<file path="config.mk">
export PLATFORM = sky130hd
export DESIGN_NAME = uart_tx_sched_flat
export DESIGN_NICKNAME = d
export VERILOG_FILES = /design/src/rtl/uart_tx_sched_if.sv /design/src/rtl/uart_tx_sched.sv /design/src/flat_wrapper.sv
export SDC_FILE = /design/constraint.sdc
export NUM_CORES = 1
export LEC_CHECK = 0
export CORE_MARGIN = 5
export CORE_UTILIZATION = 43
export DETAILED_ROUTE_END_ITERATION = 8
export PLACE_DENSITY_LB_ADDON = 0.2
export SYNTH_ARGS = -nofsm -noshare
export SYNTH_HDL_FRONTEND = slang
export SYNTH_SLANG_ARGS = --single-unit
</file>
<file path="constraint.sdc">
create_clock -name pclk -period 2.9 [get_ports pclk]
set_input_delay 0.87 -clock pclk [delete_from_list [all_inputs] [get_ports pclk]]
set_output_delay 0.87 -clock pclk [all_outputs]
set_load 0.05 [all_outputs]
</file>
<file path="src/rtl/uart_tx_sched_if.sv">
// Register-side, transmitter-side and status signals of the UART transmit scheduler.
interface uart_tx_sched_if;
  logic       thr_wr;
  logic [7:0] thr_wdata;
  logic       fifo_en;
  logic       txfifo_clr;
  logic       iir_rd;
  logic       tsr_load;
  logic       shift_cnt_eq;
  logic       transmit_edge;
  logic       thre;
  logic [7:0] tx_data;
  logic       temt;
  logic [4:0] tx_level;
  logic       thre_int;
  logic       wr_drop;

  modport master (
    output thr_wr, thr_wdata, fifo_en, txfifo_clr, iir_rd,
    output tsr_load, shift_cnt_eq, transmit_edge,
    input  thre, tx_data, temt, tx_level, thre_int, wr_drop
  );

  modport slave (
    input  thr_wr, thr_wdata, fifo_en, txfifo_clr, iir_rd,
    input  tsr_load, shift_cnt_eq, transmit_edge,
    output thre, tx_data, temt, tx_level, thre_int, wr_drop
  );
endinterface

</file>
<file path="src/rtl/uart_tx_sched.sv">
// UART transmit holding/FIFO scheduler with THR-empty interrupt and TSR tracking.
// Define UART_TX_FIFO_EN for the 16-entry FIFO; otherwise a single holding register is built.
module uart_tx_sched (
  input  logic            pclk,
  input  logic            preset,
  uart_tx_sched_if.slave  bus
);

  localparam int unsigned DW    = 8;
  localparam int unsigned DEPTH = 16;
  localparam int unsigned PW    = 4;
  localparam int unsigned CW    = 5;

  typedef enum logic [1:0] {
    ST_IDLE  = 2'd0,
    ST_LOAD  = 2'd1,
    ST_SHIFT = 2'd2
  } state_t;

  state_t        r_state;
  logic [CW-1:0] r_count;
  logic          r_wr_drop;
  logic          r_thre_int;
  logic          r_thre_q;

  logic          w_fifo_mode;
  logic          w_clear;
  logic          w_empty;
  logic          w_full;
  logic          w_pop;
  logic          w_push;
  logic          w_ovwr;
  logic          w_drop;
  logic          w_eos;
  logic [DW-1:0] w_head;
  logic [CW-1:0] w_count_nxt;

`ifdef UART_TX_FIFO_EN
  logic [DW-1:0] r_mem [DEPTH];
  logic [PW-1:0] r_rd_ptr;
  logic [PW-1:0] r_wr_ptr;
  logic          r_fifo_en_q;

  // A mode change flushes the queue just like an explicit clear.
  assign w_fifo_mode = bus.fifo_en;
  assign w_clear     = bus.txfifo_clr | (bus.fifo_en != r_fifo_en_q);
  assign w_full      = w_fifo_mode ? (r_count == CW'(DEPTH)) : (r_count != '0);
  assign w_head      = r_mem[r_rd_ptr];

  always_ff @(posedge pclk) begin
    if (w_push) begin
      r_mem[r_wr_ptr] <= bus.thr_wdata;
    end else if (w_ovwr) begin
      r_mem[r_rd_ptr] <= bus.thr_wdata;
    end
  end

  always_ff @(posedge pclk or posedge preset) begin
    if (preset) begin
      r_rd_ptr    <= '0;
      r_wr_ptr    <= '0;
      r_fifo_en_q <= 1'b0;
    end else begin
      r_fifo_en_q <= bus.fifo_en;
      if (w_clear) begin
        r_rd_ptr <= '0;
        r_wr_ptr <= '0;
      end else begin
        if (w_pop)  r_rd_ptr <= r_rd_ptr + PW'(1);
        if (w_push) r_wr_ptr <= r_wr_ptr + PW'(1);
      end
    end
  end

  assign bus.tx_level = r_count;
`else
  logic [DW-1:0] r_hold;
  logic          w_unused_fifo_en;

  // Holding-register build: fifo_en has no effect, depth is always one.
  assign w_unused_fifo_en = bus.fifo_en;
  assign w_fifo_mode      = 1'b0;
  assign w_clear          = bus.txfifo_clr;
  assign w_full           = (r_count != '0);
  assign w_head           = r_hold;

  always_ff @(posedge pclk) begin
    if (w_push | w_ovwr) begin
      r_hold <= bus.thr_wdata;
    end
  end

  assign bus.tx_level = CW'(r_count[0]);
`endif

  // Write/pop arbitration; a full queue accepts a write only when the head leaves in the same cycle.
  assign w_empty = (r_count == '0);
  assign w_pop   = bus.tsr_load & ~w_empty;
  assign w_push  = bus.thr_wr & ~w_clear & (~w_full | w_pop);
  assign w_ovwr  = bus.thr_wr & ~w_clear & w_full & ~w_pop & ~w_fifo_mode;
  assign w_drop  = bus.thr_wr & ~w_clear & w_full & ~w_pop & w_fifo_mode;
  assign w_eos   = bus.shift_cnt_eq & bus.transmit_edge;

  always_comb begin
    w_count_nxt = r_count;
    if (w_clear) begin
      w_count_nxt = '0;
    end else begin
      w_count_nxt = r_count + CW'(w_push) - CW'(w_pop);
    end
  end

  // Occupancy, drop pulse, THR-empty interrupt and transmitter state.
  always_ff @(posedge pclk or posedge preset) begin
    if (preset) begin
      r_state    <= ST_IDLE;
      r_count    <= '0;
      r_wr_drop  <= 1'b0;
      r_thre_int <= 1'b0;
      r_thre_q   <= 1'b1;
    end else begin
      r_count   <= w_count_nxt;
      r_wr_drop <= w_drop;
      r_thre_q  <= w_empty;
      if (w_empty & ~r_thre_q) begin
        r_thre_int <= 1'b1;
      end else if (bus.iir_rd | w_push | w_ovwr) begin
        r_thre_int <= 1'b0;
      end
      case (r_state)
        ST_IDLE: begin
          if (w_pop) begin
            r_state <= ST_SHIFT;
          end else if (~w_empty & ~w_clear) begin
            r_state <= ST_LOAD;
          end
        end
        ST_LOAD: begin
          if (w_pop) begin
            r_state <= ST_SHIFT;
          end else if (w_clear | w_empty) begin
            r_state <= ST_IDLE;
          end
        end
        ST_SHIFT: begin
          if (w_eos & ~w_pop) begin
            r_state <= ST_IDLE;
          end
        end
        default: r_state <= ST_IDLE;
      endcase
    end
  end

  assign bus.thre     = w_empty;
  assign bus.tx_data  = w_empty ? '0 : w_head;
  assign bus.temt     = (r_state == ST_IDLE) & w_empty;
  assign bus.thre_int = r_thre_int;
  assign bus.wr_drop  = r_wr_drop;

endmodule

</file>
<file path="src/flat_wrapper.sv">
// flat-port wrapper written by rule: the top's interface ports become plain ports
module uart_tx_sched_flat 
  (pclk, preset, bus_thr_wr, bus_thr_wdata, bus_fifo_en, bus_txfifo_clr, bus_iir_rd, bus_tsr_load, bus_shift_cnt_eq, bus_transmit_edge, bus_thre, bus_tx_data, bus_temt, bus_tx_level, bus_thre_int, bus_wr_drop);
  uart_tx_sched_if bus_i ();
  input  logic pclk;
  input  logic preset;
  input wire logic [$bits(bus_i.thr_wr)-1:0] bus_thr_wr;
  input wire logic [$bits(bus_i.thr_wdata)-1:0] bus_thr_wdata;
  input wire logic [$bits(bus_i.fifo_en)-1:0] bus_fifo_en;
  input wire logic [$bits(bus_i.txfifo_clr)-1:0] bus_txfifo_clr;
  input wire logic [$bits(bus_i.iir_rd)-1:0] bus_iir_rd;
  input wire logic [$bits(bus_i.tsr_load)-1:0] bus_tsr_load;
  input wire logic [$bits(bus_i.shift_cnt_eq)-1:0] bus_shift_cnt_eq;
  input wire logic [$bits(bus_i.transmit_edge)-1:0] bus_transmit_edge;
  output wire logic [$bits(bus_i.thre)-1:0] bus_thre;
  output wire logic [$bits(bus_i.tx_data)-1:0] bus_tx_data;
  output wire logic [$bits(bus_i.temt)-1:0] bus_temt;
  output wire logic [$bits(bus_i.tx_level)-1:0] bus_tx_level;
  output wire logic [$bits(bus_i.thre_int)-1:0] bus_thre_int;
  output wire logic [$bits(bus_i.wr_drop)-1:0] bus_wr_drop;
  assign bus_i.thr_wr = bus_thr_wr;
  assign bus_i.thr_wdata = bus_thr_wdata;
  assign bus_i.fifo_en = bus_fifo_en;
  assign bus_i.txfifo_clr = bus_txfifo_clr;
  assign bus_i.iir_rd = bus_iir_rd;
  assign bus_i.tsr_load = bus_tsr_load;
  assign bus_i.shift_cnt_eq = bus_shift_cnt_eq;
  assign bus_i.transmit_edge = bus_transmit_edge;
  assign bus_thre = bus_i.thre;
  assign bus_tx_data = bus_i.tx_data;
  assign bus_temt = bus_i.temt;
  assign bus_tx_level = bus_i.tx_level;
  assign bus_thre_int = bus_i.thre_int;
  assign bus_wr_drop = bus_i.wr_drop;
  uart_tx_sched u_core (.pclk(pclk), .preset(preset), .bus(bus_i));
endmodule
</file>
---- Word-level counts from Yosys, hierarchy flattened ----
Index checks and enable logic that the tools add are counted.
operators by class
  equality and inequality tests ........... 5
  bitwise operators ....................... 20
  $add $sub $neg .......................... 2
  reduce and logical (&&, ||, !) cells .... 5
  mux-type cells .......................... 10
operator list
  kind                number
  $and 1x1->1         10
  $mux 2              5
  $mux 8              1
  $ne 3x1->1 const B  2
  $pmux 2 s3          1
  $add 5x1->5         1
  $logic_not 5->1     1
  $mux 5              1
  $not 1->1           5
  $or 1x1->1          5
  $reduce_bool 5->1   1
  $sub 5x1->5         1
  $reduce_and 3->1    1
  $eq 2x1->1 const B  1
  $eq 2x2->1 const B  1
  $logic_not 2->1     1
  $mux 1              2
  $ne 2x1->1 const B  1
  $reduce_bool 2->1   1
word-level totals
  bits in registers ....................... 17
  input port bits ......................... 17
  logic and storage cells ................. 47

---- Depth between registers and ports, before layout ----
  depth after elaboration ................. 9
  gate-level depth with buffers ........... 11
  depth with buffers taken out ............ 11

---- Worst setup path before layout ----
Ideal clock, no wire load.
  path type ............................... input to register
  from .................................... input port bus_txfifo_clr
  to ...................................... register u_core.r_count[4]
  stages .................................. 9
  setup slack ............................. -0.070 ns
  data required time ...................... 2.817 ns
  arrival time ............................ 2.888 ns
  library setup time ...................... 0.083 ns
  cell sequence ........................... clkbuf_1 > nor2b_1 > o21a_1 > ha_1 > inv_1 > fa_1 > nand2b_1 > a2111o_1 > o21ai_0
on the way
  cells in the longest elaborated chain, start to end .. 6
RTL lines
  item                             RTL line              RTL
  start, declared                  flat_wrapper.sv:10    input wire logic [$bits(bus_i.txfifo_clr)-1:0] bus_txfifo_clr;
  $not 1->1                        uart_tx_sched.sv:99   assign w_push = bus.thr_wr & ~w_clear & (~w_full | w_pop);
  $and 1x1->1 (2 in a row)         uart_tx_sched.sv:99
  $add 5x1->5                      uart_tx_sched.sv:109  w_count_nxt = r_count + CW'(w_push) - CW'(w_pop);
  $sub 5x1->5                      uart_tx_sched.sv:109
  $mux 5 *                         uart_tx_sched.sv:106  if (w_clear) begin
  named net u_core.w_count_nxt[4]  uart_tx_sched.sv:36   logic [CW-1:0] w_count_nxt;
  end signal, assigned             uart_tx_sched.sv:122  r_count <= w_count_nxt;
  end, declared                    uart_tx_sched.sv:21   logic [CW-1:0] r_count;
The timed path passes the listed nets; every way through them passes the cells marked *.
A chain may end at the register's enable or synchronous reset.

---- Worst setup path in the final report ----
  from .................................... register u_core.r_count[3]
  to ...................................... output port bus_tx_data[6]
on the way
  cells in the longest elaborated chain, start to end .. 2
RTL lines
  item             RTL line              RTL
  $logic_not 5->1  uart_tx_sched.sv:97   assign w_empty = (r_count == '0);
  $mux 8           uart_tx_sched.sv:156  assign bus.tx_data = w_empty ? '0 : w_head;
  end, declared    flat_wrapper.sv:16    output wire logic [$bits(bus_i.tx_data)-1:0] bus_tx_data;
Every way passes these cells.

==> results.cfg <==
[run_status]
outcome = complete, no violations

[timing]
final_max_slew_viol_count = 0
setup_viol = 0
rsz0062_at_grt = no
fin_crit_ps = 2790
fin_ws_ps = 106
fmaxAchievable_mhz = 358
fin_tns_setup_ps = 0
finalHoldViolCount = 0
clock_skew_ps = 0.512
fin_crit_sh_pct = 96.3

[routing]
via_per_inst = 4.47
drc = 0
first_pass_iters = 4
drt_iter0_markers = 5
post_drt_wl_per_cell_um = 11.6
postRouteAntennaNets = 0
vias = 626
wirelength_um = 1620

[die]
die_area_sq_um = 3140
die-height_um = 56.1
num_rows = 16
start_util_pct = 46.0
io_pins = 34
die_w_um = 56.1
core-area_sq_um = 1980

[power]
p_leak_nw = 0.564
vdd_drop_max_uv = 639
power.density_nw_per_um2 = 1090

[synthesis]
synth_compound_area_share_pct = 8.92
synthFlopType = edfxtp_1
yosys.area_share.simple_pct = 18.2
netlist_instances = 78
synth_xor_area_share_pct = 1.92
synth_most_common_cell = inv_1
synth.area.top_cells = edfxtp_1 (26%), dfrtp_1 (22%), and2_4 (7.7%)
synth.area.mux_share_pct = 0
avgSynthCellArea_sq_um = 11.7
synth-edff-count = 8
synth_top_cells_by_count = inv_1 (9), and2_4 (8), dfrtp_1 (8), edfxtp_1 (8), buf_4 (6)
synthAdderAreaFrac_pct = 9.05
yosysTopAreaCellShare_pct = 26.3
async_flop_share_pct = 52.9
synth_warnings = 0
yosysTopAreaCell = edfxtp_1
synth_cell_types = 28
synth-seq-area-share_pct = 51.2
synth_top_family_by_area = simple AND/OR/NAND/NOR gates
synth_area_sq_um = 912
synth_seq_cells = 17

[layout]
fill_cells = 156
area_growth_pct = 38.3
regArea_sq_um = 467
diodes = 0
multiInputGateArea_sq_um = 369
drive_gt1_share_pct = 31.9
final_nets = 137
postLayoutCellArea_sq_um = 1260

[min_path]
hold_class = flip-flop to flip-flop

[worst_setup_path]
crit_arrival_ps = 1920
required_ps = 2030
critical_path.max_fanout = 9
rrSetupSlack_ps = 300
worstSetupPathType = flip-flop to output port
start_kind = flip-flop
endpoint_kind = output port

[placed_design]
dp_hpwl_um = 1340
place_ws_ps = -38.7
dpl_cell_area_sq_um = 1230
io_buffer_count = 27
place_congestion = 0.735

[cts]
htreeDepth = 1
cts_buffers = 3
clockRootBuffer = clkbuf_4
cts_tree = done
hold_buffers = 0
clk_pin_slew_ps = 100
cts_setup_buffers = 0
insertion_delay_ps = 280
cts.sinks = 17
cts_buffer_depth = 2
cts_resized = 0

[global_route]
grt_pass1_wl_um = 2650
grt_pass1_vias = 579
grt_max_degree = 11
overflow = 0
antenna_found_initial = 0
grt_util_all_layers_pct = 10.6

[flow_run]
maxCapViolations = 0
-- stage by stage --
| step | utilization, % | std cells | hold slack (ps) | total power [mW] |
|---|---|---|---|---|
| final | 63.6 | 140 | 480 | 1.37 |
| after global routing | 63.6 | 140 | 499 | 1.47 |
| after CTS | 63.6 | 140 | 490 | 1.39 |
| after detailed placement | 62.2 | 136 | 470 | 1.27 |
| after global placement | 62.2 | 136 | 445 | 1.26 |
| after floorplan | - | 82 | 441 | 1.00 |
-- path summary, 6_finish.rpt --
kind	startpoint	end	cells after the start
worst max-delay path	u_core.r_count[3]$_DFF_PP0_	bus_tx_data[6]	6
worst min-delay path	u_core.r_state[0]$_DFFE_PP0P_	u_core.r_state[1]$_DFFE_PP0P_	1
worst max register to register	u_core.r_count[3]$_DFF_PP0_	u_core.r_count[4]$_DFF_PP0_	11
worst min register to register	u_core.r_state[0]$_DFFE_PP0P_	u_core.r_state[1]$_DFFE_PP0P_	1
max in group asynchronous	preset	u_core.r_thre_q$_DFF_PP1_	2
min in group asynchronous	preset	u_core.r_state[0]$_DFFE_PP0P_	2
-- cells by family after synthesis --
kind of cell    after synthesis
compound gates               11
simple gates                 24
xor+xnor                      2
flops                        17
buf+inv                      17
fa+ha+maj                     6
other cells                   1
-- layout make-up --
cell class | count | share of cell area, %
multi-input combinational | 48 | 29.3
timing repair buffer | 35 | 26.2
clock buffer | 3 | 1.79
tap | 27 | 2.68
inverter | 9 | 2.68
sequential | 17 | 37.0
clock inverter | 1 | 0.397
-- where the power goes --
group / switching, mW / internal [mW] / total, mW
sequential: 0.0410 / 0.316 / 0.357
clock: 0.0725 / 0.0511 / 0.124
combinational: 0.502 / 0.391 / 0.893
total: 0.615 / 0.758 / 1.37
-- metal layers --
metal / global-route usage [%] / vias to the layer above / routed length [um]
li1: - / 320 / -
met5: 0 / - / 0
met4: 4.07 / 0 / 23
met2: 17.9 / 20 / 788
met1: 13.2 / 284 / 690
met3: 2.32 / 2 / 122
-- worst max-delay path, cell delays in order (launching register included) --
cell     delay (ps)
dfrtp_1         400
inv_1            80
ha_1            140
or4b_4          500
buf_4           190
and2_4          150
buf_4           180
-- placed cells by master (no fill, tap or decap), types with 2 or more instances in the layout --
| cell | n |
|---|---|
| clkdlybuf4s50_1 | 17 |
| buf_4 | 16 |
| inv_1 | 9 |
| and2_4 | 8 |
| dfrtp_1 | 8 |
| edfxtp_1 | 8 |
| ha_1 | 5 |
| conb_1 | 5 |
| a21oi_1 | 4 |
| nor2_1 | 4 |
| nand2b_1 | 3 |
| clkbuf_4 | 3 |
| nand3_1 | 2 |
| o21ai_0 | 2 |
| nor2b_1 | 2 |
| buf_12 | 2 |
-- flip-flops by register name (all words and copies together), names as in the netlist --
signal and count:
u_core.r_thre_q 1, u_core.r_count 5, u_core.bus.thre_int 1, u_core.r_hold 8
u_core.r_state 2
No activity file was read; power rests on OpenSTA's default activity.
